==> src/rtl/regression_pkg.sv <==
// regression_pkg: shared widths, nibble codes, FSM states and digit record for the result transmitter.
package regression_pkg;
    localparam int RESULT_WIDTH = 14;
    localparam int FRAME_LEN = 12;
    localparam logic [3:0] HDR = 4'hA;
    localparam logic [3:0] EOF = 4'hE;
    localparam logic [3:0] NEG = 4'hF;
    localparam logic [3:0] POS = 4'h0;
    typedef enum logic [1:0] {IDLE, CONVERT, SEND} tx_state_t;
    typedef struct packed {
        logic       sign;
        logic       sat;
        logic [3:0] tens;
        logic [3:0] ones;
    } digit_t;
endpackage

==> src/rtl/tx_digit_conv.sv <==
// tx_digit_conv: signed value to sign/tens/ones digits, saturating at 99.
module tx_digit_conv
    import regression_pkg::*;
#(
    parameter int W = RESULT_WIDTH
) (
    input  logic [W-1:0] i_value,
    output digit_t       o_digit
);
    logic [W:0] w_ext;
    logic [W:0] w_abs;
    logic       w_sat;
    logic [3:0] w_tens;
    logic [3:0] w_ones;
    // one extra bit so the most-negative input still has a representable magnitude
    always_comb begin
        w_ext  = {i_value[W-1], i_value};
        w_abs  = i_value[W-1] ? -w_ext : w_ext;
        w_sat  = w_abs > (W+1)'(99);
        w_tens = 4'(w_abs[6:0] / 7'd10);
        w_ones = 4'(w_abs[6:0] % 7'd10);
        o_digit.sign = i_value[W-1];
        o_digit.sat  = w_sat;
        o_digit.tens = w_sat ? 4'd9 : w_tens;
        o_digit.ones = w_sat ? 4'd9 : w_ones;
    end
endmodule

==> src/rtl/regression_result_tx.sv <==
// regression_result_tx: captures regression results on start and streams them as a 12-nibble
// decimal frame over a valid/ready handshake.
module regression_result_tx
    import regression_pkg::*;
#(
    parameter int RESULT_WIDTH = regression_pkg::RESULT_WIDTH
) (
    input  logic                    clk,
    input  logic                    rst,
    input  logic                    start,
    input  logic [RESULT_WIDTH-1:0] slope_in,
    input  logic [RESULT_WIDTH-1:0] intercept_in,
    input  logic [RESULT_WIDTH-1:0] det_in,
    input  logic                    err_det,
    input  logic                    err_values,
    input  logic                    tx_ready,
    output logic                    tx_valid,
    output logic [3:0]              tx_data,
    output logic                    tx_last,
    output logic                    busy,
    output logic                    frame_done,
    output logic                    overrun
);
    localparam logic [3:0] LAST = 4'(FRAME_LEN - 1);

    tx_state_t               r_state;
    tx_state_t               w_next;
    logic [3:0]              r_idx;
    logic [RESULT_WIDTH-1:0] r_slope;
    logic [RESULT_WIDTH-1:0] r_icpt;
    logic [RESULT_WIDTH-1:0] r_det;
    logic                    r_err_det;
    logic                    r_err_values;
    digit_t                  r_dig_s;
    digit_t                  r_dig_i;
    digit_t                  r_dig_d;
    digit_t                  w_dig_s;
    digit_t                  w_dig_i;
    digit_t                  w_dig_d;
    logic                    r_frame_done;
    logic                    r_overrun;
    logic                    w_accept;
    logic                    w_eof_acc;
    logic [3:0]              w_status;

    tx_digit_conv #(.W(RESULT_WIDTH)) u_conv_s (.i_value(r_slope), .o_digit(w_dig_s));
    tx_digit_conv #(.W(RESULT_WIDTH)) u_conv_i (.i_value(r_icpt),  .o_digit(w_dig_i));
    tx_digit_conv #(.W(RESULT_WIDTH)) u_conv_d (.i_value(r_det),   .o_digit(w_dig_d));

    always_ff @(posedge clk or negedge rst) begin
        if (!rst) r_state <= IDLE;
        else      r_state <= w_next;
    end

    always_comb begin
        w_accept  = r_state == IDLE && start;
        w_eof_acc = r_state == SEND && tx_ready && r_idx == LAST;
        w_next    = r_state == IDLE    ? (start ? CONVERT : IDLE) :
                    r_state == CONVERT ? SEND :
                    (w_eof_acc ? IDLE : SEND);
    end

    always_ff @(posedge clk or negedge rst) begin
        if (!rst) begin
            r_idx        <= '0;
            r_slope      <= '0;
            r_icpt       <= '0;
            r_det        <= '0;
            r_err_det    <= 1'b0;
            r_err_values <= 1'b0;
            r_dig_s      <= '0;
            r_dig_i      <= '0;
            r_dig_d      <= '0;
            r_frame_done <= 1'b0;
            r_overrun    <= 1'b0;
        end else begin
            if (w_accept) begin
                r_slope      <= slope_in;
                r_icpt       <= intercept_in;
                r_det        <= det_in;
                r_err_det    <= err_det;
                r_err_values <= err_values;
            end
            if (r_state == CONVERT) begin
                r_dig_s <= w_dig_s;
                r_dig_i <= w_dig_i;
                r_dig_d <= w_dig_d;
            end
            if (r_state == SEND && tx_ready) r_idx <= r_idx == LAST ? 4'd0 : r_idx + 4'd1;
            r_frame_done <= w_eof_acc;
            // a start arriving while busy is dropped but remembered until the next accepted start
            if (w_accept)   r_overrun <= 1'b0;
            else if (start) r_overrun <= 1'b1;
        end
    end

    always_comb begin
        w_status = {r_dig_s.sat | r_dig_i.sat | r_dig_d.sat, 1'b0, r_err_values, r_err_det};
        tx_valid = r_state == SEND;
        busy     = r_state != IDLE;
        tx_last  = tx_valid && r_idx == LAST;
        frame_done = r_frame_done;
        overrun  = r_overrun;
        tx_data  = 4'h0;
        if (tx_valid) begin
            case (r_idx)
                4'd0:    tx_data = HDR;
                4'd1:    tx_data = r_dig_s.sign ? NEG : POS;
                4'd2:    tx_data = r_dig_s.tens;
                4'd3:    tx_data = r_dig_s.ones;
                4'd4:    tx_data = r_dig_i.sign ? NEG : POS;
                4'd5:    tx_data = r_dig_i.tens;
                4'd6:    tx_data = r_dig_i.ones;
                4'd7:    tx_data = r_dig_d.sign ? NEG : POS;
                4'd8:    tx_data = r_dig_d.tens;
                4'd9:    tx_data = r_dig_d.ones;
                4'd10:   tx_data = w_status;
                default: tx_data = EOF;
            endcase
        end
    end
endmodule

==> config.mk <==
export PLATFORM = sky130hd
export DESIGN_NAME = regression_result_tx
export DESIGN_NICKNAME = d
export VERILOG_FILES = /design/src/rtl/regression_pkg.sv /design/src/rtl/tx_digit_conv.sv /design/src/rtl/regression_result_tx.sv
export SDC_FILE = /design/constraint.sdc
export NUM_CORES = 1
export LEC_CHECK = 0
export ABC_CLOCK_PERIOD_IN_PS = 4230
export CAP_MARGIN = 30
export CORE_ASPECT_RATIO = 1.75
export CORE_MARGIN = 4
export CORE_UTILIZATION = 55
export CTS_CLUSTER_DIAMETER = 40
export DETAILED_ROUTE_END_ITERATION = 10
export PLACE_DENSITY_LB_ADDON = 0.05
export SYNTH_ARGS = -nofsm -noshare
export SYNTH_HDL_FRONTEND = slang
export SYNTH_SLANG_ARGS = --single-unit
==> constraint.sdc <==
create_clock -name clk -period 4.23 [get_ports clk]
set_input_delay 1.269 -clock clk [delete_from_list [all_inputs] [get_ports clk]]
set_output_delay 1.269 -clock clk [all_outputs]
set_load 0.01 [all_outputs]
# [After elaboration in Yosys (flattened, before gate mapping)]
# Index checks and enable logic that the tools add are counted.
[word_totals] reg_bits=82 word_cells=78
[classes] add_sub_neg=4 n_div=6 order_cmp=3 eq_ne=13 muxes=21 n_bitwise=2 reduce_logical=8
[ops] op="15-bit by 7-bit > comparator with 1-bit output, second input constant" count=3
[ops] op="15-bit 2-to-1 mux" count=3
[ops] op="15-bit negation" count=3
[ops] op="4-bit 2-to-1 mux" count=11
[ops] op="4-bit case mux with 11 select lines" count=1
[ops] op="7-bit by 4-bit divider with 7-bit output, second input constant" count=3
[ops] op="7-bit by 4-bit modulo with 7-bit output, second input constant" count=3
[ops] op="4-bit by 3-bit == test with 1-bit output, second input constant" count=4
[ops] op="4-bit == test, second input constant" count=4
[ops] op="4-bit by 2-bit == test with 1-bit output, second input constant" count=2
[ops] op="2-bit 2-to-1 mux" count=3
[ops] op="4-bit by 1-bit adder with 4-bit output, second input constant" count=1
[ops] op="4-bit by 1-bit == test with 1-bit output, second input constant" count=1
[ops] op="1-bit logical AND" count=4
[ops] op="4-bit logical NOT" count=1
[ops] op="2-bit nonzero test" count=2
[ops] op="1-bit 2-to-1 mux" count=3
[ops] op="2-bit by 1-bit == test with 1-bit output, second input constant" count=1
[ops] op="2-bit == test, second input constant" count=1
[ops] op="2-bit logical NOT" count=1
[ops] op="1-bit OR" count=2

# [Longest topological paths before layout]
[logic_depth] depth_word=6 depth_mapped=13 depth_no_buf=13

# [By module]
# Synthesis repeated with hierarchy kept, for this count alone.
[unflattened] cells_unflattened=653 hier_area_um2=6661.4
[modules_own_cells] mod="regression_result_tx" n_inst=1 cells_per_inst=239 area_per_inst_um2=3444.6 seq_area_each_um2=2052.0
[modules_own_cells] mod="tx_digit_conv" n_inst=3 cells_per_inst=138 area_per_inst_um2=1072.3 seq_area_each_um2=0.0

# [Worst setup path after synthesis]
# No wires, ideal clock.
[synth_timing] path_type="register to register" from="register r_det[2]" to="register r_dig_d[2] in the netlist's numbering" setup_ps=139 t_arrival_ps=3182 t_required_ps=4091 setup_slack_ps=909 stages_incl_launch_ff=14 period_less_slack_ps=3321 cell_sequence="dfrtp_1 > buf_6 > or3_1 > buf_6 > o311a_4 > o2111a_1 > o31a_1 > nor3_4 > xnor2_1 > ha_1 > and2_1 > a31oi_2 > a2bb2oi_1 > o311ai_2"
[synth_between] elab_chain_len=4
[synth_rtl] element="start: declaration" line="regression_result_tx.sv:31" rtl="logic [RESULT_WIDTH-1:0] r_det;"
[synth_rtl] element="start signal: assignment" line="regression_result_tx.sv:80" rtl="r_det <= det_in;"
[synth_rtl] element="15-bit negation" line="tx_digit_conv.sv:18" rtl="w_abs = i_value[W-1] ? -w_ext : w_ext;"
[synth_rtl] element="15-bit 2-to-1 mux *" line="tx_digit_conv.sv:18"
[synth_rtl] element="7-bit by 4-bit modulo with 7-bit output or 15-bit by 7-bit > comparator with 1-bit output (tied branches)" line="tx_digit_conv.sv:21, tx_digit_conv.sv:19"
[synth_rtl] element="4-bit 2-to-1 mux *" line="tx_digit_conv.sv:25" rtl="o_digit.ones = w_sat ? 4'd9 : w_ones;"
[synth_rtl] element="end signal: assignment" line="regression_result_tx.sv:87" rtl="r_dig_d <= w_dig_d;"
[synth_rtl] element="end: declaration" line="regression_result_tx.sv:36" rtl="digit_t r_dig_d;"
# Mark *: on every way between the ends. The rest lies on a longest branch, timed or not.
# A chain may end at the register's enable or synchronous reset.

# [Final worst setup path]
[layout_timing] from="register r_idx[0]" to="output port tx_data[2]"
[layout_between] elab_chain_len=3
[layout_rtl] element="start: declaration" line="regression_result_tx.sv:28" rtl="logic [3:0] r_idx;"
[layout_rtl] element="start signal: assignment" line="regression_result_tx.sv:89" rtl="if (r_state == SEND && tx_ready) r_idx <= r_idx == LAST ? 4'd0 : r_idx + 4'd1;"
[layout_rtl] element="4-bit == test (tied with other cells)" line="regression_result_tx.sv:106" rtl="case (r_idx)"
[layout_rtl] element="4-bit case mux with 11 select lines *" line="regression_result_tx.sv:106"
[layout_rtl] element="4-bit 2-to-1 mux *" line="regression_result_tx.sv:105" rtl="if (tx_valid) begin"
[layout_rtl] element="end: declaration" line="regression_result_tx.sv:18" rtl="output logic [3:0] tx_data,"
# Marked as above.

==> results by group <==
Outcome
  • Outcome: completed

Timing
  • Slew Limit Fails: 0
  • Final min period: just under 4 ns
  • Worst Tran Pin Value: 0.9344 ns
  • Setup violators final: 0
  • Skew final: roughly 0.0086 ns
  • Fmax: around 0.25 GHz
  • Relative slew slack: a little under two fifths
  • Final TNS setup: 0 ns
  • Fin. Hold Viols: 0
  • PnR worst setup slack: about 0.31 ns
  • Period Utilization, post-route: approximately 93%
  • RSZ-0062 raised after global routing: false

Cells and area
  • Final nets: 755
  • Most common cell after layout, fill and taps aside: dfrtp_1
  • Multi-input gate area: ~3600 µm²
  • Diodes inserted: 0
  • Fillers: a little under 900
  • Fin util: about two thirds
  • Register Area: around 2000 µm²
  • Area Overhead vs Synth: 15.34%
  • Final instance area: slightly below 7000 µm²
  • Commonest cells after routing, fill and taps aside: dfrtp_1, nand2_1, clkdlybuf4s50_1
  • Share of layout cells above drive strength 1: between 10% and 20%

Global route
  • Vias in the first global route: 5159
  • Initial antenna violation count: 0
  • GRT Overall Usage: 24.56%
  • Grt ovf: 0
  • Global-route wire length before repair: ~24000 µm
  • Largest net degree at the start of global routing: 53

Synth
  • Ys flop type: dfrtp_1
  • Sequential fraction of the synthesis area: between 30% and 40%
  • Avg Cell Area, Syn: ~8.8 µm²
  • Post-synth EDFFs: 0
  • Seq cells post-synth: a little over 80
  • Count of cell types in the netlist: 80
  • Syn nets: between 700 and 800
  • Asr flop ratio synth: 100.0%
  • Syn Std Cell Area: 5872 µm²
  • Synth Warn #: 0
  • Syn Inst Count: approximately 670

Job
  • Max Cap Violations: 0

Clock tree
  • H-tree lvl count: 3
  • TritonCTS Buffers: 9
  • Hold_buf cts: 0
  • Post-CTS setup buffers: 0
  • Post_cts resized: 0
  • Max Buffers Root-to-Sink: 2
  • Clk pin slew, worst setup/hold paths: ~0.06 ns
  • CTS Root Cell: clkbuf_16
  • Worst skew pair latency: between 0.3 and 0.4 ns
  • TritonCTS clock tree: yes
  • Clk sinks: 82

Routing
  • DR pass1 iterations: 5
  • DR vias/cell: about 6.2
  • Routed len/inst: 17.73 µm
  • DR vias: 5174
  • Iteration-0 DRC count of the detailed router: 262
  • Detailed Route WL: 14700 µm
  • Antenna viol nets, final: 0
  • Drt drc: 0

Setup path
  • Critical Path Source: r_idx[0]
  • CP Cell Sequence: inv_1, ha_1, o41ai_1, nor2_1, a21oi_1, clkdlybuf4s50_1
  • WP data arrival: between 2 and 3 ns
  • Setup crit end kind: output port
  • Worst r2r src: r_det[2]
  • Worst EP required: a little under 3 ns
  • Slowest cell on the critical path: o41ai_1
  • Crit Path Category: reg -> out
  • Startpoint class of the critical path: flip-flop
  • Worst stage delay on the critical path: around 0.6 ns
  • Maximum fanout along the worst path: 9

Placement
  • Placed inst area: 6484 µm²
  • Pre-CTS WS: roughly 0.60 ns
  • Post-DP HPWL: 10970 µm
  • Port bufs: 56
  • Routability cong.: 0.9109

Power and ir drop
  • Static Leak: 0.002706 µW
  • Peak supply drop: ~0.00048 V
  • Power per cell area: 956.9 nW/µm²

Worst hold path
  • Hold crit path type: reg -> reg
  • Hold Crit Start: r_dig_d[5]

Floorplan
  • Die X: roughly 86 µm
  • Placement Rows: 49
  • Core area: 10360 µm²
  • Top-Level Pins: 57
  • Starting Density: between 50% and 60%
  • Total die area: between 10000 and 15000 µm²
  • Chip height: 144.7 µm
[sequential cells by signal, summed over array words and instances, names as in the netlist]
| signal | cells |
|---|---|
| r_det | 14 |
| r_err_values | 1 |
| r_slope | 14 |
| r_state | 2 |
| r_idx | 4 |
| frame_done | 1 |
| r_icpt | 14 |
| r_dig_d | 10 |
| overrun | 1 |
| r_dig_s | 10 |
| r_dig_i | 10 |
| r_err_det | 1 |
[metrics by stage]
step           std cells  hold WS (ns)  power [µW]
6_report             829        0.4905        6481
5_1_grt              829        0.5194        7003
4_1_cts              829        0.4937        6459
3_5_place_dp         813        0.4790        5662
3_3_place_gp         813        0.4722        5524
2_1_floorplan        666        0.4466        4738
[cell type report]
cell class / instances / share of cell area (%)
clock buffers: 10 / 3.529
clock inverters: 6 / 0.7390
inverters: 20 / 1.108
multi-input cells: 519 / 52.56
flip-flops and latches: 82 / 30.30
well taps: 127 / 2.346
repair buffers: 65 / 9.422
[power breakdown]
| part | leakage (µW) | internal (µW) | switching (µW) |
|---|---|---|---|
| clock network | 0.000135 | 419 | 337 |
| registers | 0.00102 | 1110 | 620 |
| logic | 0.00155 | 1860 | 2130 |
[cells in the mapped netlist (5+ instances only)]
master | n | area (µm²)
nor4_1 | 5 | 31.28
nor2b_1 | 14 | 87.58
a21o_1 | 6 | 45.04
xnor2_1 | 22 | 192.7
o31a_1 | 6 | 52.55
nand2_1 | 55 | 206.5
o22ai_1 | 6 | 37.54
nor2_1 | 50 | 187.7
clkbuf_1 | 36 | 135.1
xor2_1 | 7 | 61.31
a22o_1 | 10 | 87.58
nand3_1 | 12 | 60.06
nand2b_1 | 14 | 87.58
o21ai_0 | 48 | 240.2
o22a_1 | 7 | 61.31
a31oi_1 | 12 | 75.07
dfrtp_1 | 82 | 2052
a22oi_1 | 7 | 52.55
a211oi_1 | 12 | 90.09
buf_1 | 5 | 18.77
mux2_2 | 38 | 427.9
a21oi_1 | 38 | 190.2
inv_1 | 19 | 71.32
and3_1 | 6 | 37.54
and2_1 | 6 | 37.54
mux2i_1 | 11 | 110.1
or3_1 | 5 | 31.28
ha_1 | 10 | 125.1
o31ai_1 | 5 | 37.54
nor3_1 | 18 | 90.09
[metal layers]
| layer | part of all wire (%) | routed length [µm] | up-vias | GRT usage [%] |
|---|---|---|---|---|
| met5 | 0 | 0 | - | 0 |
| met4 | 2.9 | 421 | 0 | 11.76 |
| met3 | 2.8 | 418 | 32 | 3.739 |
| met2 | 55 | 8060 | 105 | 45.87 |
| met1 | 39 | 5796 | 2509 | 26.62 |
| li1 | - | - | 2528 | - |
[worst max-delay path, delay by kind of cell, from the launching register on]
family / cells / cell delay, ns
compound gates: 2 / 0.77
fa+ha+maj: 1 / 0.32
buf+inv: 2 / 0.66
flops: 1 / 0.44
simple gates: 1 / 0.11
[worst paths after layout]
kind,to,slack [ns],cells after the start
max,tx_data[2],0.31,6
min,r_dig_d[5],0.49,2
max reg2reg,r_dig_d[2],0.58,11
min reg2reg,r_dig_d[5],0.49,2
max in group asynchronous,r_dig_d[0],2.59,2
min in group asynchronous,r_state[1],0.93,1
[logic make-up (layout without fill, tap and decap cells)]
logic type                 count (synthesis)  in the layout  share of synthesized area, %
and+or+nand+nor                          224            224                         20.44
AOI/OAI and AO/OA                        207            207                         24.55
DFF                                       82             82                         34.95
buffers and inverters                     65            101                         4.453
muxes                                     49             49                         9.163
xor gates and xnor gates                  29             29                         4.326
adders and majority gates                 10             10                         2.131
Power figures use the tool's default switching activity.
